[config.mk]
export PLATFORM = sky130hd
export DESIGN_NAME = programmable_sequence_generator
export DESIGN_NICKNAME = d
export VERILOG_FILES = /design/src/rtl/programmable_sequence_generator.sv
export SDC_FILE = /design/constraint.sdc
export NUM_CORES = 1
export LEC_CHECK = 0
export BUFFER_PORTS_ARGS = -buffer_cell sky130_fd_sc_hd__clkbuf_2
export CAP_MARGIN = 0
export CORE_ASPECT_RATIO = 0.8
export CORE_MARGIN = 10
export CORE_UTILIZATION = 53
export DETAILED_ROUTE_END_ITERATION = 16
export GPL_TIMING_DRIVEN = 0
export PLACE_DENSITY = 0.87
export SYNTH_ARGS = -nofsm -noshare
export SYNTH_HDL_FRONTEND = slang
export SYNTH_SLANG_ARGS = --single-unit
[constraint.sdc]
create_clock -name clk -period 1.9 [get_ports clk]
set_input_delay 0.19 -clock clk [delete_from_list [all_inputs] [get_ports clk]]
set_output_delay 0.19 -clock clk [all_outputs]
set_load 0.05 [all_outputs]
[src/rtl/programmable_sequence_generator.sv]
// Serialises a latched pattern MSB-first, repeated N times or continuously until
// stopped.
//   state  | meaning
//   S_IDLE | waiting for start; outputs quiet
//   S_SEND | one pattern bit on dout per cycle
//   S_DONE | single-cycle done pulse, then back to idle
module programmable_sequence_generator #(
  parameter int SEQ_W = 5,
  parameter int CNT_W = 8
) (
  input  logic             clk,
  input  logic             reset,
  input  logic             start,
  input  logic [SEQ_W-1:0] pattern,
  input  logic [CNT_W-1:0] repeat_cnt,
  input  logic             stop,
  output logic             dout,
  output logic             dout_valid,
  output logic             frame_start,
  output logic             busy,
  output logic             done
);

  localparam int IDX_W = $clog2(SEQ_W);
  localparam logic [IDX_W-1:0] IDX_MSB = IDX_W'(SEQ_W - 1);

  typedef enum logic [1:0] {S_IDLE, S_SEND, S_DONE} state_t;

  state_t           state_q, state_d;
  logic [SEQ_W-1:0] pat_q, pat_d;
  logic [CNT_W-1:0] rep_q, rep_d;
  logic [IDX_W-1:0] idx_q, idx_d;
  logic             stop_pend_q, stop_pend_d;

  always_ff @(posedge clk) begin
    if (reset) begin
      state_q     <= S_IDLE;
      pat_q       <= '0;
      rep_q       <= '0;
      idx_q       <= '0;
      stop_pend_q <= 1'b0;
    end else begin
      state_q     <= state_d;
      pat_q       <= pat_d;
      rep_q       <= rep_d;
      idx_q       <= idx_d;
      stop_pend_q <= stop_pend_d;
    end
  end

  // rep_q == 0 marks a continuous run; it is never decremented in that case.
  // A stop arriving in the last bit cycle of a pattern still ends at that boundary.
  always_comb begin
    state_d     = state_q;
    pat_d       = pat_q;
    rep_d       = rep_q;
    idx_d       = idx_q;
    stop_pend_d = stop_pend_q;
    case (state_q)
      S_IDLE: begin
        stop_pend_d = 1'b0;
        if (start) begin
          state_d = S_SEND;
          pat_d   = pattern;
          rep_d   = repeat_cnt;
          idx_d   = IDX_MSB;
        end
      end
      S_SEND: begin
        if (stop) stop_pend_d = 1'b1;
        if (idx_q == '0) begin
          if (rep_q == CNT_W'(1) || stop_pend_q || stop) begin
            state_d = S_DONE;
          end else begin
            idx_d = IDX_MSB;
            if (rep_q != '0) rep_d = rep_q - CNT_W'(1);
          end
        end else begin
          idx_d = idx_q - IDX_W'(1);
        end
      end
      S_DONE: begin
        state_d     = S_IDLE;
        stop_pend_d = 1'b0;
      end
      default: state_d = S_IDLE;
    endcase
  end

  // Outputs decode registered state only, so no input reaches an output combinationally.
  always_comb begin
    busy        = (state_q == S_SEND);
    dout_valid  = busy;
    dout        = busy ? pat_q[idx_q] : 1'b0;
    frame_start = busy && (idx_q == IDX_MSB);
    done        = (state_q == S_DONE);
  end

endmodule

==> reports/summary.txt <==
Status = completed
Largest family of logic cells by synthesized area = compound AO/OA/AOI/OAI gates
Synth Area in Compound Gates = 31.1%
Seq cells post-synth = 19
Switching share of power = 39.4%
Reg2reg setup slack = 0.14 ns
Dpl hpwl = 2.21 mm
Post-route ant nets = 0
Yosys warning count = 0
Peak fanout along the critical path = 6
Area Growth Syn to Fin = 16.1%
Number of flops mapped to enable cells by yosys = 0
Worst Hold Launch = pattern[3]
Yosys cell types = 41
Total Routed Length = 2.94 mm
GRT overflow = 0
Post-Synth XOR/XNOR Area = 0.771%
Die Y = 61.4 um
Port Buffer Count = 21
Final Max Slew Viols = 0
Period utilisation layout = 95.3%
CP arrival = 1.62 ns
Net Switching = 0.468 mW
Worst Tran Pin Value = 0.525 ns
Total power = 1.19 mW
Clk root buf = clkbuf_4
Final setup fails = 0
Final hold violation count = 0
Avg WL per Cell = 16.2 um
Gp weighted congestion = 0.812
CP Launch Type = flop
PD cells = 902 nW/um^2
HP Class = input pin to flop
DIE AREA = 4410 um^2
Ant diodes = 0
Post-synthesis mux area share = 2.31%
Drt via density = 6.35
Worst-path clk slew = 0.11 ns
DRC errors left = 0
Worst Reg-to-Reg Cells = 5
Layout Nets = 177
Count leader, synth = dfxtp_1
WP data required = 1.71 ns
Combinational power share = 39.5%
Drt initial violations = 190
CTS tree = yes
Synth Instances = 133
Worst Hold Depth = 3
Maximum clock rate = 552 MHz
Vias after detailed routing = 1149
Simple-gate share of the synthesized area = 23.2%
LEAKAGE = 0.530 nW
Hold path endpoint = pat_q[3]
Worst R2R End = rep_q[0]
TritonCTS buffer count = 3
CP Launch Point = idx_q[0]
CTS Hold Bufs = 0
DRT Pass-1 Iters = 4
Mapped cell area = 1140 um^2
Maxcap violations = 0
H-tree depth = 1
Peak supply drop = 0.000597 V
Vias in the first global route = 1025
DP Cell Count = 178
Largest net degree at the start of global routing = 11
Setup Skew = 0.00494 ns
RR Startpoint = rep_q[0]
Largest buffer count on any clock path = 2
Yosys top cell area share = 33.5%
Placeable Area = 1960 um^2
Initial antenna violation count = 0
Total track usage = 13.3%
Share of layout cells above drive strength 1 = 26.1%
# clock sinks = 19
Number of top-level pins = 22
Die width = 71.8 um
CP Capture Type = output pin
Initial Util = 57.9%
Final non-filler cell total = 181
Slew HR = 65.0%
Internal = 0.721 mW
Mean post-synth cell area = 8.54 um^2
Most frequent cells after synthesis = 19 x dfxtp_1, 15 x a21oi_1, 11 x nand2_1
Clock power share = 17.9%
Ys flop type = dfxtp_1
Biggest area consumer among synthesized cells = dfxtp_1
Synth Area in Adders = 2.20%
Sum Neg Setup Slack = 0 ns
# rows = 14
Global-route wire length before repair = 4.73 mm
Post-synthesis sequential area ratio = 33.5%
Sequential share of power = 42.6%
RSZ-0062 raised after global routing = false
Final Critical Period = 1.81 ns
Largest cells by area after synthesis = dfxtp_1 33%, a21oi_1 6.6%, a311o_1 4.4%
Syn Nets = 152
WS Path Type = flop to output pin
Post-CTS Setup Bufs = 0
Clk_lat worst skew = 0.30 ns
Async SR Flop Fraction = 0%
-- kinds of logic (layout without fill, tap and decap cells) --
family	after synthesis	in the layout
and+or+nand+nor	45	45
xor gates and xnor gates	1	1
muxes	1	1
DFF	19	19
adders and majority gates	2	2
AOI/OAI and AO/OA	47	47
buffers and inverters	18	42
-- metal layers --
layer	vias up	track usage (%)	wire [um]	share of wire, %
li1	542	-	-	-
met3	8	5.63	297	10
met2	55	21.4	1290	44
met5	-	0	0	0
met1	544	16.2	1300	44
met4	0	3.31	50	1.7
-- how the worst max path moves through the flow --
stage                     to  slack [ns]  depth (start not counted)
floorplan               dout        0.10                          4
global placement    rep_q[0]         0.1                          5
detailed placement  rep_q[0]        0.08                          5
CTS                     dout        0.03                          5
global route            dout        0.03                          4
finish                  dout        0.09                          4
-- what timing repair did --
item                       in CTS  in global routing
setup endpoints to repair       2                  5
cloned                          0                  0
gates resized for setup         5                  3
-- cells in the final DEF (no fill, tap or decap), types with 2 or more instances in the layout --
master    instances
o21ai_0           8
ha_1              2
nor4_1            2
a21oi_1          15
nor2b_1           2
nor3_1            3
nand2b_1          3
nand2_1          11
nor2_1           10
a31o_1            2
a311o_1           5
clkbuf_2         20
and3_1            4
dfxtp_1          17
clkbuf_1          4
o32ai_2           2
inv_1             9
clkbuf_4          5
o31ai_1           6
-- state kept, by name (all words and copies together), names as in the netlist --
| register | flops |
|---|---|
| idx_q | 3 |
| state_q | 2 |
| stop_pend_q | 1 |
| pat_q | 5 |
| rep_q | 8 |
-- power groups by stage --
stage	clock network (mW)	logic, mW	registers [mW]
floorplan	0	0.354	0.496
global placement	0	0.432	0.508
detailed placement	0	0.447	0.512
CTS	0.216	0.451	0.504
global route	0.235	0.510	0.513
finish	0.212	0.470	0.507
-- final cells by class --
cell class	count	area (um^2)
flip-flops and latches	19	385
clock buffers	4	26.3
repair buffers	21	110
plain buffers	7	38.8
multi-input cells	96	691
inverters	10	37.5
well taps	24	30.0
fillers	161	643
-- per-stage QoR --
| step | util, % | worst slack [ns] | cell area [um^2] | hold WS, ns |
|---|---|---|---|---|
| 3_5_place_dp | 64.8 | 0.0817 | 1270 | 0.419 |
| 4_1_cts | 66.6 | 0.0325 | 1310 | 0.0873 |
| 2_1_floorplan | - | 0.103 | 1140 | 0.326 |
| 5_1_grt | 67.2 | 0.0339 | 1320 | 0.0866 |
| 6_report | 67.2 | 0.0898 | 1320 | 0.0942 |
| 3_3_place_gp | 64.8 | 0.0987 | 1270 | 0.413 |
-- critical path, stage by stage (launching register included) --
cell      delay, ns
dfxtp_4        0.41
mux4_1         0.56
nand2_1        0.08
a21oi_1        0.05
clkbuf_4       0.22
No activity file was read; power rests on OpenSTA's default activity.
